===== config.mk =====
export PLATFORM = sky130hd
export DESIGN_NAME = nts_api_arbiter
export DESIGN_NICKNAME = d
export VERILOG_FILES = /design/src/rtl/nts_api_pkg.sv /design/src/rtl/nts_api_arbiter.sv
export SDC_FILE = /design/constraint.sdc
export NUM_CORES = 1
export LEC_CHECK = 0
export CAP_MARGIN = 10
export CORE_ASPECT_RATIO = 0.75
export CORE_MARGIN = 2
export CORE_UTILIZATION = 39
export DETAILED_ROUTE_END_ITERATION = 16
export GPL_TIMING_DRIVEN = 0
export PLACE_DENSITY = 0.87
export SLEW_MARGIN = 20
export SYNTH_ARGS = -nofsm -noshare
export SYNTH_HDL_FRONTEND = slang
export SYNTH_SLANG_ARGS = --single-unit

===== constraint.sdc =====
create_clock -name i_clk -period 2.2 [get_ports i_clk]
set_input_delay 0.44 -clock i_clk [delete_from_list [all_inputs] [get_ports i_clk]]
set_output_delay 0.44 -clock i_clk [all_outputs]
set_load 0.01 [all_outputs]

===== src/rtl/nts_api_pkg.sv =====
// Shared definitions for the NTS external API bus: widths, latency limit and
// the arbiter FSM encoding.
package nts_api_pkg;

  localparam int API_AW           = 12;
  localparam int API_DW           = 32;
  localparam int READ_LATENCY_MAX = 7;

  typedef enum logic [1:0] {
    ST_IDLE  = 2'd0,
    ST_ISSUE = 2'd1,
    ST_WAIT  = 2'd2,
    ST_DONE  = 2'd3
  } api_state_t;

endpackage


===== src/rtl/nts_api_arbiter.sv =====
// Two-master round-robin arbiter for the NTS API bus: one transaction at a
// time, single-cycle chip select, read data captured after a fixed latency.
module nts_api_arbiter
  import nts_api_pkg::*;
#(
  parameter int READ_LATENCY = 1
) (
  input  logic              i_clk,
  input  logic              i_areset,
  input  logic              i_m0_req,
  input  logic              i_m0_we,
  input  logic [API_AW-1:0] i_m0_address,
  input  logic [API_DW-1:0] i_m0_write_data,
  output logic              o_m0_ack,
  output logic [API_DW-1:0] o_m0_read_data,
  input  logic              i_m1_req,
  input  logic              i_m1_we,
  input  logic [API_AW-1:0] i_m1_address,
  input  logic [API_DW-1:0] i_m1_write_data,
  output logic              o_m1_ack,
  output logic [API_DW-1:0] o_m1_read_data,
  output logic              o_api_cs,
  output logic              o_api_we,
  output logic [API_AW-1:0] o_api_address,
  output logic [API_DW-1:0] o_api_write_data,
  input  logic [API_DW-1:0] i_api_read_data,
  output logic              o_busy,
  output logic [1:0]        o_grant
);

  if (READ_LATENCY < 0 || READ_LATENCY > READ_LATENCY_MAX) begin : g_bad_latency
    $error("nts_api_arbiter: READ_LATENCY out of range");
  end

  localparam logic [2:0] WAIT_LOAD = (READ_LATENCY > 0) ? 3'(READ_LATENCY - 1) : 3'd0;

  // Handshake: a master raises req with we/address/write_data and holds them
  // until it sees its one-cycle ack, then drops req the following cycle. Fields
  // are latched at grant; a req still high in IDLE starts a new transaction.

  api_state_t state, state_next;
  logic       last_grant;
  logic [2:0] wait_cnt;
  logic       grant_now;
  logic       pick_m1;
  logic       capture;

  always_comb begin
    state_next = state;
    grant_now  = 1'b0;
    pick_m1    = 1'b0;
    capture    = 1'b0;
    unique case (state)
      ST_IDLE: begin
        if (i_m0_req || i_m1_req) begin
          grant_now  = 1'b1;
          // On contention the master that did not win last time goes next.
          pick_m1    = i_m1_req && (!i_m0_req || !last_grant);
          state_next = ST_ISSUE;
        end
      end
      ST_ISSUE: begin
        if (o_api_we) begin
          state_next = ST_DONE;
        end else if (READ_LATENCY == 0) begin
          capture    = 1'b1;
          state_next = ST_DONE;
        end else begin
          state_next = ST_WAIT;
        end
      end
      ST_WAIT: begin
        if (wait_cnt == 3'd0) begin
          capture    = 1'b1;
          state_next = ST_DONE;
        end
      end
      ST_DONE: state_next = ST_IDLE;
      default: state_next = ST_IDLE;
    endcase
  end

  always_ff @(posedge i_clk) begin
    if (i_areset) begin
      state            <= ST_IDLE;
      last_grant       <= 1'b1;
      wait_cnt         <= 3'd0;
      o_api_cs         <= 1'b0;
      o_api_we         <= 1'b0;
      o_api_address    <= '0;
      o_api_write_data <= '0;
      o_m0_ack         <= 1'b0;
      o_m1_ack         <= 1'b0;
      o_m0_read_data   <= '0;
      o_m1_read_data   <= '0;
      o_busy           <= 1'b0;
      o_grant          <= 2'b00;
    end else begin
      state    <= state_next;
      o_api_cs <= grant_now;
      o_busy   <= (state_next != ST_IDLE);
      o_m0_ack <= (state_next == ST_DONE) && o_grant[0];
      o_m1_ack <= (state_next == ST_DONE) && o_grant[1];

      if (grant_now) begin
        o_grant          <= pick_m1 ? 2'b10 : 2'b01;
        last_grant       <= pick_m1;
        o_api_we         <= pick_m1 ? i_m1_we         : i_m0_we;
        o_api_address    <= pick_m1 ? i_m1_address    : i_m0_address;
        o_api_write_data <= pick_m1 ? i_m1_write_data : i_m0_write_data;
      end else if (state_next == ST_IDLE) begin
        o_grant <= 2'b00;
      end

      if (state == ST_ISSUE) begin
        wait_cnt <= WAIT_LOAD;
      end else if (state == ST_WAIT) begin
        wait_cnt <= wait_cnt - 3'd1;
      end

      if (capture && o_grant[0]) o_m0_read_data <= i_api_read_data;
      if (capture && o_grant[1]) o_m1_read_data <= i_api_read_data;
    end
  end

endmodule

* After elaboration in Yosys (flattened, before gate mapping) *
Index checks and enable logic that the tools add are counted.

word-level totals
  register bits after elaboration = 121
  bits in latches = 0
  bits in writable memories = 0
  memory bits (read-only) = 0
  input bits = 126
  output and inout bits = 115
  logic and storage cells = 49
  memories kept = 0

cells by class
  add/subtract/negate cells = 1
  multiply operators = 0
  divide/modulo/power cells = 0
  order comparisons = 0
  equal/unequal tests = 4
  shifts and indexed selects = 0
  mux-type cells = 16
  bitwise gates (word level) = 0
  reductions and logical operators = 15

operators by type and width
  kind                   number
  $mux W32               1
  $mux W12               1
  $mux W2                5
  $mux W1                8
  $pmux W2 S4            1
  $eq A2 B2 Y1 const B   3
  $logic_and A1 B1 Y1    5
  $logic_not A2 Y1       2
  $reduce_bool A2 Y1     2
  $logic_not A3 Y1       1
  $sub A3 B1 Y3 const B  1
  $eq A2 B1 Y1 const B   1
  $logic_not A1 Y1       2
  $logic_or A1 B1 Y1     2
  $reduce_or A2 Y1       1

* Longest topological paths before layout *
  depth in word-level cells = 7
  gate-level depth with buffers = 8
  depth with buffers taken out = 6

* Worst setup path before layout *
Ideal clock, no wire load.

  path type = register -> register
  from = register state[0]
  to = register o_grant[1]
  setup time = 0.117 ns
  data arrival time = 1.488 ns
  data required time = 2.083 ns
  slack = 0.595 ns
  stages on the path, launching flop included = 7
  buffers on the path = 0
  clock period less this slack = 1.605 ns
  cells stage by stage = dfxtp_1 -> inv_1 -> ha_1 -> a221o_1 -> o21ai_2 -> a21oi_2 -> a32o_1

between the ends
  cells in the longest elaborated chain, start to end = 4
  elaborated cells on any way between the ends = 13
  classes of those cells = eq/ne (3); mux (7); reduce/logical (3)

ends and longest elaborated chain
  item                                                            line                                            RTL
  from (decl)                                                     nts_api_arbiter.sv:41                           api_state_t state, state_next;
  from (signal assigned)                                          nts_api_arbiter.sv:99                           state <= state_next;
  $eq A2 B2 Y1 (tied with other cells)                            nts_api_arbiter.sv:53                           unique case (state)
  $pmux W2 S4 / $mux W1 (equally long branches)                   nts_api_arbiter.sv:53
  $logic_not A2 Y1 / $mux W2 (equally long branches)              nts_api_arbiter.sv:111, nts_api_arbiter.sv:106
  $reduce_bool A2 Y1 (no line) / $mux W2 (equally long branches)  n/a
  to (signal assigned)                                            nts_api_arbiter.sv:106                          o_grant <= pick_m1 ? 2'b10 : 2'b01;
  to (decl)                                                       nts_api_arbiter.sv:28                           output logic [1:0] o_grant

Several ways; a longest one is shown, not always the timed one.
A chain may end at the register's enable or synchronous reset.

* Final worst setup path *
  from = register state[0]
  to = register o_m1_read_data[31]

between the ends
  cells in the longest elaborated chain, start to end = 3

ends and longest elaborated chain
  item                  line                    RTL
  $eq A2 B2 Y1          nts_api_arbiter.sv:53
  $mux W1               nts_api_arbiter.sv:53
  $logic_and A1 B1 Y1   nts_api_arbiter.sv:122  if (capture && o_grant[1]) o_m1_read_data <= i_api_read_data;
  to (signal assigned)  nts_api_arbiter.sv:122
  to (decl)             nts_api_arbiter.sv:21   output logic [API_DW-1:0] o_m1_read_data,

Every way passes these cells.

==> results by group <==
Status
  – Status: completed

Finish
  – Fin util: 0.689
  – Synth-to-layout area growth: 70.5%
  – Post-route insts no fill: between 900 and 1,000
  – Antenna cell count: 0
  – Fraction of layout cells with a size suffix above 1: 0.0673
  – Reg area: 0.00242 mm^2
  – Fillers: ~860
  – Area of the multi-input gates: 0.00183 mm^2
  – Nets@finish: 922

Routing
  – Post-Route WL: approximately 16,000 um
  – DR vias/cell: 5.15
  – Met2 wire length: 7720 um
  – Router iterations before antenna repair: 5
  – First DRT Iteration DRCs: ~240
  – Top routing layer in use: met4
  – DR vias: approximately 5,000
  – Antenna Nets Post-Route: 0
  – Met3 WL: 1300 um
  – Wire length on met1: about 6600 um
  – Wire per inst: 17.0 um
  – DRC Markers: 0

Power and ir drop
  – Max VDD drop: 600 uV
  – Power per Cell Area: 1100 mW/mm^2
  – Pwr Total: roughly 0.0084 W
  – Leak Pwr: 2.75 nW

GRT
  – Antenna violations before repair: 0
  – Vias in the first global route: 5,080
  – Largest net degree at the start of global routing: 17
  – First-pass GRT wire length: 25,200 um
  – Total Routing Usage GR: 0.257
  – Grt ovf: 0

CTS
  – CTS Root Cell: clkbuf_16
  – Htree depth: 4
  – Maximum buffer depth of the clock tree: 2
  – CTS tree: done
  – Hold_buf cts: 0
  – CTS sink cnt: 121
  – Num CTS Buffers: 17
  – Later-pin clock latency in the skew report: 410 ps
  – Postcts setup bufs: 0
  – Post-CTS resize count: 0
  – Worst-path clk slew: 50 ps

Logic synthesis
  – Synth top area share: 0.542
  – Most common cell in the netlist: nand2_1
  – FF+latch count, synth: roughly 120
  – Async set-reset flop share out of synthesis: 0
  – Synth warnings: 0
  – Synth Instances: 532
  – Post-synth EDFFs: 0
  – Ys flop type: dfxtp_1
  – Cell area after synthesis: 0.00447 mm^2
  – Syn Area/Cell: between 8 and 9 um^2
  – Syn nets: 664
  – Post-synth top area cell: dfxtp_1
  – Top post-synthesis cells by count: 176 x nand2_1, 121 x dfxtp_1, 109 x a21oi_1
  – Area contributors post-synth: dfxtp_1 54%, nand2_1 15%, a21oi_1 12%
  – Yosys cell types: 29
  – Sequential element share of the synthesized area: 0.542

Placement
  – Number of port buffers: ~240
  – RePlAce Congestion: between 0.8 and 0.9
  – DP Wirelength: 11,800 um
  – Pre-CTS setup slack: -47.4 ps
  – Placed instance count: 911

STA
  – Clock Skew: around 10 ps
  – Final period utilization: 0.933
  – Setup TNS Final: 0 ps
  – Fmax achieved: just under 0.5 GHz
  – RSZ-0062 raised after global routing: false
  – Final worst path period need: 2050 ps
  – Relative slew slack: 0.529
  – Final-report max-slew violation count: 0
  – Worst-Margin Slew: 706 ps
  – Final setup viols: 0
  – Final Hold Viols: 0
  – Final critical-path setup slack: 147 ps

Die
  – I/O pins: 241
  – Site Rows: 33
  – Core Area: 0.0111 mm^2
  – Die H: 96.7 um
  – Die Wd: between 100 and 150 um
  – Initial Util: 0.404
  – Die area: 0.0123 mm^2

Critical path
  – WS Path Type: flop to flop
  – Kind of end point of the critical path: flop
  – Maximum fanout along the worst path: 10
  – Critical path launch point type: flop
  – Worst EP required: 2530 ps
  – Data arrival, critical path: 2380 ps

Job
  – # Max-Cap Violations: 0

Hold path
  – Min-delay worst type: primary input to flop
[layer usage]
metal,track usage,vias to the layer above
met4,0.0981,0
met2,0.437,238
met3,0.0852,28
met5,0,-
li1,-,2323
met1,0.300,2267
[layout make-up]
cell class,count,share of cell area
inverters,6,0.00295
clock buffers,22,0.0609
multi-input cells,364,0.240
well taps,140,0.0230
clock inverters,9,0.0161
repair buffers,239,0.314
flip-flops and latches,121,0.318
plain buffers,41,0.0261
[critical path, cell delays in order, from the launching register on]
cell and delay [ps]:
dfxtp_1 380, inv_1 100, ha_1 290, and3b_2 280
nand2_1 160, clkbuf_1 460, nand2_1 120, a21oi_1 190
[final timing paths]
kind                                    startpoint                 end  slack [ps]  cells past startpoint
worst max-delay path                      state[0]  o_m1_read_data[31]         150                      7
worst min-delay path                      i_areset              o_busy         380                      2
worst max register to register            state[0]  o_m1_read_data[31]         150                      7
worst min register to register  o_m0_read_data[27]  o_m0_read_data[27]         460                      2
[power breakdown]
group          switching, W  total, W  internal, W
Clock              0.000954   0.00278      0.00182
Sequential         0.000246   0.00285      0.00261
Combinational       0.00143   0.00279      0.00137
[stage by stage]
step | hold WS (ps) | area, um^2
after floorplan | 457 | 4470
after global placement | 442 | 7040
after detailed placement | 448 | 7040
after CTS | 367 | 7630
after global routing | 390 | 7630
final | 376 | 7630
[cells in the final DEF, fill, tap and decap left out, types with 2 or more instances in the layout]
cell type        Yosys  final
clkbuf_1            20     23
a32o_1               2      2
bufinv_16            0      3
nand2_1            176    176
a21oi_2              2      2
ha_1                 6      6
clkdlybuf4s50_1      0    239
clkbuf_16            0     17
buf_2               12     12
and3_1               2      2
dfxtp_1            121    121
and2_1               3      3
a21oi_1            109    109
buf_4                8      8
clkbuf_8             0      2
nor3_1               2      2
inv_1                6      6
nor2_1               4      4
clkinv_2             0      5
a22oi_1             45     45
[sequential cells by signal, indices dropped and copies added (netlist names)]
register          flops
wait_cnt              3
o_m1_read_data       32
o_m0_read_data       32
o_grant               2
o_m0_ack              1
state                 2
o_api_write_data     32
o_api_we              1
o_api_address        12
o_api_cs              1
o_m1_ack              1
o_busy                1
last_grant            1
[kinds of logic after synthesis]
family | share of synthesized area
AND/OR/NAND/NOR | 0.167
AO/OA/AOI/OAI | 0.221
buffers and inverters | 0.0495
flip-flops | 0.542
XOR/XNOR | 0.00392
adder cells (fa/ha/maj) | 0.0168
Power figures use the tool's default switching activity.
